### src/rtl/aes_host_pkg.sv
// Shared encodings for the AES register-bus host controller: FSM states,
// register map and control/status bit positions.
package aes_host_pkg;

    typedef enum logic [3:0] {
        S_IDLE,
        S_WR_KEY,
        S_WR_CFG,
        S_WR_INIT,
        S_GAP1,
        S_POLL_RDY,
        S_WR_BLK,
        S_WR_NEXT,
        S_GAP2,
        S_POLL_VLD,
        S_RD_RES,
        S_DONE,
        S_ERR
    } state_e;

    localparam logic [7:0] ADDR_CTRL    = 8'h08;
    localparam logic [7:0] ADDR_STATUS  = 8'h09;
    localparam logic [7:0] ADDR_CONFIG  = 8'h0A;
    localparam logic [7:0] ADDR_KEY0    = 8'h10;
    localparam logic [7:0] ADDR_BLOCK0  = 8'h20;
    localparam logic [7:0] ADDR_RESULT0 = 8'h30;

    localparam int CTRL_INIT_BIT    = 0;
    localparam int CTRL_NEXT_BIT    = 1;
    localparam int STATUS_READY_BIT = 0;
    localparam int STATUS_VALID_BIT = 1;

    // word 0 is the most significant 32 bits
    function automatic logic [31:0] word_sel(input logic [127:0] v, input logic [1:0] idx);
        return v[(3 - int'(idx)) * 32 +: 32];
    endfunction

endpackage

### src/rtl/aes_host_ctrl.sv
// Runs one AES-128 operation on the core's register bus: load key/config,
// init, wait ready, load block, next, wait valid, read the 128-bit result.
module aes_host_ctrl
    import aes_host_pkg::*;
#(
    parameter int POLL_MAX   = 1023,
    parameter int GAP_CYCLES = 2
) (
    input  logic         clk,
    input  logic         rst,
    input  logic         start,
    input  logic         encdec,
    input  logic [127:0] key_in,
    input  logic [127:0] block_in,
    output logic         busy,
    output logic         done,
    output logic         error,
    output logic [127:0] result,
    output logic         cs,
    output logic         we,
    output logic [7:0]   address,
    output logic [31:0]  write_data,
    input  logic [31:0]  read_data
);

    localparam int PW = ($clog2(POLL_MAX + 1) > 10) ? $clog2(POLL_MAX + 1) : 10;
    localparam int GW = (GAP_CYCLES > 2) ? $clog2(GAP_CYCLES) : 1;

    state_e         state_q, state_d;
    logic [1:0]     word_q, word_d;
    logic [PW-1:0]  poll_q, poll_d;
    logic [GW-1:0]  gap_q, gap_d;
    logic [127:0]   key_q, key_d;
    logic [127:0]   block_q, block_d;
    logic [127:0]   result_q, result_d;
    logic           encdec_q, encdec_d;
    logic           error_q, error_d;
    logic           busy_q, busy_d;
    logic           done_q, done_d;
    logic           cs_q, cs_d;
    logic           we_q, we_d;
    logic [7:0]     address_q, address_d;
    logic [31:0]    wdata_q, wdata_d;

    always_comb begin
        state_d  = state_q;
        word_d   = word_q;
        poll_d   = poll_q;
        gap_d    = gap_q;
        key_d    = key_q;
        block_d  = block_q;
        result_d = result_q;
        encdec_d = encdec_q;
        error_d  = error_q;
        case (state_q)
            S_IDLE: begin
                if (start) begin
                    key_d    = key_in;
                    block_d  = block_in;
                    encdec_d = encdec;
                    result_d = '0;
                    error_d  = 1'b0;
                    word_d   = '0;
                    state_d  = S_WR_KEY;
                end
            end
            S_WR_KEY: begin
                word_d = word_q + 2'd1;
                if (word_q == 2'd3) state_d = S_WR_CFG;
            end
            S_WR_CFG: state_d = S_WR_INIT;
            S_WR_INIT: begin
                gap_d   = '0;
                poll_d  = '0;
                state_d = (GAP_CYCLES == 0) ? S_POLL_RDY : S_GAP1;
            end
            S_GAP1: begin
                gap_d = gap_q + GW'(1);
                if (int'(gap_q) == GAP_CYCLES - 1) state_d = S_POLL_RDY;
            end
            S_POLL_RDY: begin
                // a hit on the last allowed read still counts as success
                if (read_data[STATUS_READY_BIT] == 1'b1) begin
                    word_d  = '0;
                    state_d = S_WR_BLK;
                end else if (poll_q == PW'(POLL_MAX - 1)) begin
                    error_d = 1'b1;
                    state_d = S_ERR;
                end else begin
                    poll_d = poll_q + PW'(1);
                end
            end
            S_WR_BLK: begin
                word_d = word_q + 2'd1;
                if (word_q == 2'd3) state_d = S_WR_NEXT;
            end
            S_WR_NEXT: begin
                gap_d   = '0;
                poll_d  = '0;
                state_d = (GAP_CYCLES == 0) ? S_POLL_VLD : S_GAP2;
            end
            S_GAP2: begin
                gap_d = gap_q + GW'(1);
                if (int'(gap_q) == GAP_CYCLES - 1) state_d = S_POLL_VLD;
            end
            S_POLL_VLD: begin
                if (read_data[STATUS_VALID_BIT] == 1'b1) begin
                    word_d  = '0;
                    state_d = S_RD_RES;
                end else if (poll_q == PW'(POLL_MAX - 1)) begin
                    error_d = 1'b1;
                    state_d = S_ERR;
                end else begin
                    poll_d = poll_q + PW'(1);
                end
            end
            S_RD_RES: begin
                result_d = {result_q[95:0], read_data};
                word_d   = word_q + 2'd1;
                if (word_q == 2'd3) state_d = S_DONE;
            end
            S_DONE:  state_d = S_IDLE;
            S_ERR:   state_d = S_IDLE;
            default: state_d = S_IDLE;
        endcase
    end

    // Bus and status outputs are decoded from the next state so the flops
    // present each access in the same cycle the FSM sits in that state.
    always_comb begin
        cs_d      = 1'b0;
        we_d      = 1'b0;
        address_d = '0;
        wdata_d   = '0;
        busy_d    = !(state_d inside {S_IDLE, S_DONE, S_ERR});
        done_d    = (state_d == S_DONE);
        case (state_d)
            S_WR_KEY: begin
                cs_d      = 1'b1;
                we_d      = 1'b1;
                address_d = ADDR_KEY0 | {6'b0, word_d};
                wdata_d   = word_sel(key_d, word_d);
            end
            S_WR_CFG: begin
                cs_d      = 1'b1;
                we_d      = 1'b1;
                address_d = ADDR_CONFIG;
                wdata_d   = {30'b0, 1'b0, encdec_d};
            end
            S_WR_INIT: begin
                cs_d      = 1'b1;
                we_d      = 1'b1;
                address_d = ADDR_CTRL;
                wdata_d   = 32'(1) << CTRL_INIT_BIT;
            end
            S_POLL_RDY, S_POLL_VLD: begin
                cs_d      = 1'b1;
                address_d = ADDR_STATUS;
            end
            S_WR_BLK: begin
                cs_d      = 1'b1;
                we_d      = 1'b1;
                address_d = ADDR_BLOCK0 | {6'b0, word_d};
                wdata_d   = word_sel(block_d, word_d);
            end
            S_WR_NEXT: begin
                cs_d      = 1'b1;
                we_d      = 1'b1;
                address_d = ADDR_CTRL;
                wdata_d   = 32'(1) << CTRL_NEXT_BIT;
            end
            S_RD_RES: begin
                cs_d      = 1'b1;
                address_d = ADDR_RESULT0 | {6'b0, word_d};
            end
            default: ;
        endcase
    end

    always_ff @(posedge clk or posedge rst) begin
        if (rst) begin
            state_q   <= S_IDLE;
            word_q    <= '0;
            poll_q    <= '0;
            gap_q     <= '0;
            key_q     <= '0;
            block_q   <= '0;
            result_q  <= '0;
            encdec_q  <= 1'b0;
            error_q   <= 1'b0;
            busy_q    <= 1'b0;
            done_q    <= 1'b0;
            cs_q      <= 1'b0;
            we_q      <= 1'b0;
            address_q <= '0;
            wdata_q   <= '0;
        end else begin
            state_q   <= state_d;
            word_q    <= word_d;
            poll_q    <= poll_d;
            gap_q     <= gap_d;
            key_q     <= key_d;
            block_q   <= block_d;
            result_q  <= result_d;
            encdec_q  <= encdec_d;
            error_q   <= error_d;
            busy_q    <= busy_d;
            done_q    <= done_d;
            cs_q      <= cs_d;
            we_q      <= we_d;
            address_q <= address_d;
            wdata_q   <= wdata_d;
        end
    end

    assign busy       = busy_q;
    assign done       = done_q;
    assign error      = error_q;
    assign result     = result_q;
    assign cs         = cs_q;
    assign we         = we_q;
    assign address    = address_q;
    assign write_data = wdata_q;

endmodule

### config.mk
export PLATFORM = sky130hd
export DESIGN_NAME = aes_host_ctrl
export DESIGN_NICKNAME = d
export VERILOG_FILES = /design/src/rtl/aes_host_pkg.sv /design/src/rtl/aes_host_ctrl.sv
export SDC_FILE = /design/constraint.sdc
export NUM_CORES = 1
export LEC_CHECK = 0
export CORE_UTILIZATION = 50
export DETAILED_ROUTE_END_ITERATION = 10
export MAX_ROUTING_LAYER = met4
export PLACE_DENSITY = 0.82
export SLEW_MARGIN = 20
export SYNTH_ARGS = -nofsm -noshare
export SYNTH_HDL_FRONTEND = slang
export SYNTH_SLANG_ARGS = --single-unit
### constraint.sdc
create_clock -name clk -period 47.4 [get_ports clk]
set_input_delay 9.48 -clock clk [delete_from_list [all_inputs] [get_ports clk]]
set_output_delay 9.48 -clock clk [all_outputs]
set_load 0.01 [all_outputs]
==> results.sh, run 1 <==
export IMPL_reg2reg_to="write_data[9]$_DFF_PP0_"
export IMPL_async_flop_share=1.00
export IMPL_ant_nets=0
export IMPL_hpwl_um=46000
export IMPL_antenna_found_initial=3
export IMPL_synth_cells=2143
export IMPL_grt_pass1_vias=17500
export IMPL_crit_required_ns=47.83
export IMPL_post_route_period_util=0.285
export IMPL_maxCapViolations=0
export IMPL_setup_viol=0
export IMPL_layout_commonest_cell="nand2_1"
export IMPL_p_leak_uw=0.0119
export IMPL_path_clk_slew_ns=0.06
export IMPL_yosysSeqAreaShare=0.570
export IMPL_root_buffer="clkbuf_16"
export IMPL_final_nets=2803
export IMPL_hp_start="key_q[50]$_DFF_PP0_"
export IMPL_final_cell_mix="nand2_1, clkdlybuf4s50_1, dfrtp_1, o21ai_0, a31oi_1"
export IMPL_initial_core_util=0.513
export IMPL_slew_headroom=0.223
export IMPL_grt_pass1_wl_um=99300
export IMPL_die_h_um=199
export IMPL_synthTopCellsByArea="dfrtp_1, nand2_1, o21ai_0"
export IMPL_tightest_slew_ns=1.17
export IMPL_critPathLaunch="read_data[0]"
export IMPL_synth_seq_cells=444
export IMPL_core_um2=38000
export IMPL_hold_buffers=0
export IMPL_tns_ns=0
export IMPL_hold_path_class="reg -> reg"
export IMPL_clock_path_buffers=3
export IMPL_yosysWarningCount=0
export IMPL_rows=71
export IMPL_remaining_drc_errors=0
export IMPL_die_area_um2=39800
export IMPL_grt_max_degree=178
export IMPL_fin_util=0.679
export IMPL_finalCriticalPeriod_ns=13.51
export IMPL_cts_resized=0
export IMPL_rr_startpoint="state_q[2]$_DFF_PP0_"
export IMPL_synth_avg_cell_area_um2=9.09
export IMPL_ys_types=58
export IMPL_routed_wl_um=65900
export IMPL_fmax_ghz=0.0740
export IMPL_grt_overflow_total=0
export IMPL_hold_viol=0
export IMPL_cts_tree="built"
export IMPL_synthFlopType="dfrtp_1"
export IMPL_portBuffers=461
export IMPL_clock_sinks=444
export IMPL_ios=465
export IMPL_slew_viol_final=0
export IMPL_crit_path_end_kind="flip-flop"
export IMPL_rsz0062_at_grt="no"
export IMPL_vias_per_cell=5.74
export IMPL_start_kind="primary input"
export IMPL_drt_iter0_markers=1734
export IMPL_area_delta_synth_final_pct=32.5
export IMPL_cp_data_arrival_time_ns=13.94
export IMPL_critPathKind="in -> reg"
export IMPL_cp_endpoint="write_data[9]$_DFF_PP0_"
export IMPL_cts_buffers=46
export IMPL_crit_path_max_fanout=101
export IMPL_insertion_delay_ns=0.57
export IMPL_gp_congestion=1.01
export IMPL_cts_htree_levels=2
export IMPL_layout_drive_gt1_share=0.0606
export IMPL_firstDrtPassIters=5
export IMPL_outcome="finished, final reports clean"
export IMPL_grt_usage=0.340
export IMPL_syn_area_um2=19500
export IMPL_cts_setup_buffers=0
export IMPL_pwr_density_cell_nw_per_um2=61.6
export IMPL_n_fill_cell=2926
export IMPL_vdd_drop_max_v=0.0000454
export IMPL_wire_per_inst_um=21.6
export IMPL_synth_top_cell_by_area="dfrtp_1"
export IMPL_synth_edf_count=0
export IMPL_worstRegToRegCells=10
export IMPL_r2r_slack_ns=42.60
export IMPL_skew_ns=0.0269
export IMPL_synthDominantCellAreaShare=0.570
export IMPL_vias=17500
export IMPL_dieWidth_um=199
report_power, final:
part           total [uW]  switching, uW  internal, uW  leakage [uW]
Clock                 365            150           215      0.000750
Combinational         665            435           230       0.00539
Sequential            562           54.1           507       0.00575
worst max-delay path, cell delays in order:
cell             delay (ns)
clkdlybuf4s50_1        0.55
and3b_1                0.23
o21ai_0                0.25
and3_1                 0.21
buf_4                  0.37
inv_1                  0.19
nand3_4                0.10
buf_4                  0.77
nand2_1                0.98
o31ai_1                0.50
a31oi_1                0.10
metrics by stage:
step	hold WS, ns	total power (uW)	area [um^2]	setup slack, ns	instances
6_report	0.471	1590	25800	33.89	3057
2_1_floorplan	0.435	983	19500	25.55	2145
5_1_grt	0.491	1670	25800	33.80	3055
3_5_place_dp	0.456	1210	24300	33.60	2971
4_1_cts	0.471	1580	25800	34.19	3052
3_3_place_gp	0.451	1190	24300	33.75	2971
cell type report:
type / count / area, um^2 / share of cell area
flip-flops and latches: 444 / 11100 / 0.430
inverters: 38 / 151 / 0.00586
clock inverters: 15 / 159 / 0.00615
repair buffers: 478 / 4750 / 0.184
clock buffers: 66 / 1360 / 0.0526
well taps: 511 / 639 / 0.0248
diodes: 5 / 12.5 / 0.000485
multi-input cells: 1500 / 7630 / 0.296
worst min path at each step:
stage / depth (start not counted) / end / slack, ns
global route: 2 / key_q[58]$_DFF_PP0_ / 0.49
CTS: 2 / key_q[50]$_DFF_PP0_ / 0.47
global placement: 2 / key_q[41]$_DFF_PP0_ / 0.45
detailed placement: 2 / key_q[58]$_DFF_PP0_ / 0.46
finish: 2 / key_q[50]$_DFF_PP0_ / 0.47
floorplan: 2 / block_q[34]$_DFF_PP0_ / 0.43
cell usage after synthesis (11+ instances only):
library cell and n:
buf_1 11, o21ai_0 193, a211oi_1 28, mux2_2 46, dfrtp_1 444, nor4_1 26, o31ai_1 28, clkbuf_1 124
nand2_1 848, nor2_1 46, o211a_1 26, buf_2 24, and3_1 28, inv_1 36, a21oi_1 17, nor3_1 11
a31oi_1 77, mux2i_1 44
sequential cells by signal, summed over array words and instances (netlist names):
name / count
address: 5
busy: 1
error: 1
key_q: 128
state_q: 4
write_data: 32
result: 128
poll_q: 10
encdec_q: 1
word_q: 2
block_q: 128
gap_q: 1
done: 1
we: 1
cs: 1
metal layers:
layer  global-route usage  part of all wire  vias to the layer above
met4                0.162             0.048                        0
met2                0.509              0.46                     1008
li1                     -                 -                     7872
met1                0.435              0.39                     8490
met3               0.0803              0.10                      178
met5                    -                 0                        -
cells by family (layout without fill, tap and decap cells):
| group | after synthesis | in the layout | synth area share |
|---|---|---|---|
| AND/OR/NAND/NOR | 995 | 995 | 0.205 |
| other | 1 | 8 | 0.000192 |
| adder cells (fa/ha/maj) | 3 | 3 | 0.00193 |
| XOR/XNOR | 6 | 6 | 0.00270 |
| flip-flops | 444 | 444 | 0.570 |
| AO/OA/AOI/OAI | 403 | 403 | 0.130 |
| multiplexers | 90 | 90 | 0.0492 |
| buffers and inverters | 201 | 597 | 0.0412 |
Power figures use the tool's default switching activity.
==> run 2, diff against run 1 <==
==> constraint.sdc (replaced) <==
create_clock -name clk -period 12.7 [get_ports clk]
set_input_delay 2.54 -clock clk [delete_from_list [all_inputs] [get_ports clk]]
set_output_delay 2.54 -clock clk [all_outputs]
set_load 0.01 [all_outputs]
==> run 2 against run 1 <==
First-iteration DRC count fell by 5.1%. Critical path depth fell by 1. Critical endpoint is now write_data[10]$_DFF_PP0_. Final cell count rose by 0.26%. Combinational power rose to 3.7 times the previous value. Largest power group unchanged. Via count fell by 0.55%. Worst setup slack got worse by 27 ns. Count of clock-buffer cells in the layout rose by 6.
==> results.sh, run 2 (same netlist as run 1, synthesis figures left out) <==
export IMPL_vias_per_cell=5.69
export IMPL_insertion_delay_ns=0.56
export IMPL_crit_required_ns=13.14
export IMPL_worstRegToRegCells=9
export IMPL_p_leak_uw=0.0119
export IMPL_outcome="finished, final reports clean"
export IMPL_power_frac_clock=0.233
export IMPL_cts_buffers=47
export IMPL_post_route_period_util=0.493
export IMPL_start_kind="primary input"
export IMPL_power_frac_comb=0.416
export IMPL_initial_core_util=0.513
export IMPL_antenna_found_initial=5
export IMPL_cts_tree="built"
export IMPL_rows=71
export IMPL_rsz0062_at_grt="no"
export IMPL_cts_setup_buffers=0
export IMPL_wire_per_inst_um=21.5
export IMPL_grt_pass1_vias=16700
export IMPL_path_clk_slew_ns=0.06
export IMPL_hold_viol=0
export IMPL_seq_power_share=0.351
export IMPL_critPathKind="in -> reg"
export IMPL_dieWidth_um=199
export IMPL_finalCriticalPeriod_ns=6.27
export IMPL_grt_usage=0.337
export IMPL_die_area_um2=39800
export IMPL_ios=465
export IMPL_pwr_density_cell_nw_per_um2=230
export IMPL_net_switching_power_uw=2390
export IMPL_area_delta_synth_final_pct=33.1
export IMPL_core_um2=38000
export IMPL_final_nets=2806
export IMPL_vdd_drop_max_v=0.000121
export IMPL_layout_commonest_cell="nand2_1"
export IMPL_hpwl_um=46100
export IMPL_crit_path_max_fanout=47
export IMPL_clock_sinks=444
export IMPL_ant_nets=0
export IMPL_tightest_slew_ns=1.15
export IMPL_drt_iter0_markers=1646
export IMPL_root_buffer="clkbuf_16"
export IMPL_p_total_uw=5960
export IMPL_portBuffers=461
export IMPL_worstHoldPathCells=2
export IMPL_internal_power_uw=3580
export IMPL_slew_viol_final=0
export IMPL_crit_path_end_kind="flip-flop"
export IMPL_cts_resized=0
export IMPL_hold_buffers=0
export IMPL_skew_ns=0.0181
export IMPL_grt_overflow_total=0
export IMPL_firstDrtPassIters=9
export IMPL_hold_path_class="reg -> reg"
export IMPL_clock_path_buffers=3
export IMPL_slowest_stage="o41ai_4"
export IMPL_tns_ns=0
export IMPL_slew_headroom=0.232
export IMPL_maxCapViolations=0
export IMPL_critPathMostFrequentCell="buf_4"
export IMPL_final_cell_mix="nand2_1, clkdlybuf4s50_1, dfrtp_1, o21ai_0, a31oi_1"
export IMPL_cp_data_arrival_time_ns=6.71
export IMPL_fmax_ghz=0.160
export IMPL_grt_max_degree=193
export IMPL_vias=17500
export IMPL_routed_wl_um=65800
export IMPL_setup_viol=0
export IMPL_gp_congestion=0.954
export IMPL_layout_drive_gt1_share=0.0624
export IMPL_grt_pass1_wl_um=97600
export IMPL_p_sw_frac=0.400
export IMPL_die_h_um=199
export IMPL_cts_htree_levels=2
export IMPL_slowest_delay_ns=0.81
export IMPL_remaining_drc_errors=0
export IMPL_crit_chain="clkdlybuf4s50_1 -> nor3b_1 -> o21a_1 -> o41ai_4 -> buf_4 -> clkinv_2 -> buf_4 -> a211o_1 -> o31a_1 -> o221a_2"
## run 2: cell count changes in the layout (fill, tap and decap cells not counted), moves of 2 or more
cell / before / now
buf_16: 0 / 2
clkbuf_1: 8 / 11
clkbuf_16: 47 / 49
buf_4: 16 / 14
## run 2: stage by stage
stage	std cells	hold slack [ns]	cell area (um^2)	setup slack, ns	utilization
4_1_cts	3058	0.471	25900	6.40	0.680
2_1_floorplan	2145	0.435	19500	4.16	-
3_5_place_dp	2971	0.453	24300	5.84	0.639
3_3_place_gp	2971	0.449	24300	5.96	0.639
6_report	3065	0.470	25900	6.43	0.682
5_1_grt	3065	0.487	25900	6.29	0.682
## run 2: worst max-delay path: cells and delay by family
family	cells	cell delay, ns
buffers and inverters	4	2.23
AOI/OAI and AO/OA	5	1.81
and+or+nand+nor	1	0.10
## run 2: layout make-up
type | instances | area [um^2]
diodes | 5 | 12.5
clock buffers | 72 | 1430
clock inverters | 15 | 134
fillers | 2888 | 12100
inverters | 38 | 148
multi-input cells | 1500 | 7630
flip-flops and latches | 444 | 11100
well taps | 511 | 639
repair buffers | 480 | 4830
## run 2: power groups by stage
stage	clock network, uW	logic [uW]	registers (uW)
3_5_place_dp	0	2420	2110
2_1_floorplan	0	1600	2070
4_1_cts	1400	2430	2090
6_report	1390	2480	2090
3_3_place_gp	0	2370	2090
5_1_grt	1460	2680	2140
## run 2: final timing paths
path	start	endpoint	slack [ns]
min in group asynchronous	rst	result[6]$_DFFE_PP0P_	2.55
max in group asynchronous	rst	block_q[105]$_DFF_PP0_	8.12
max	read_data[1]	write_data[10]$_DFF_PP0_	6.43
min	block_q[104]$_DFF_PP0_	block_q[104]$_DFF_PP0_	0.47
min reg2reg	block_q[104]$_DFF_PP0_	block_q[104]$_DFF_PP0_	0.47
max reg2reg	state_q[2]$_DFF_PP0_	write_data[30]$_DFF_PP0_	8.12
## run 2: metal layers
| metal | track usage | part of all wire | vias up |
|---|---|---|---|
| met5 | - | 0 | - |
| met2 | 0.507 | 0.46 | 933 |
| li1 | - | - | 7903 |
| met4 | 0.151 | 0.046 | 0 |
| met1 | 0.437 | 0.40 | 8471 |
| met3 | 0.0743 | 0.099 | 144 |
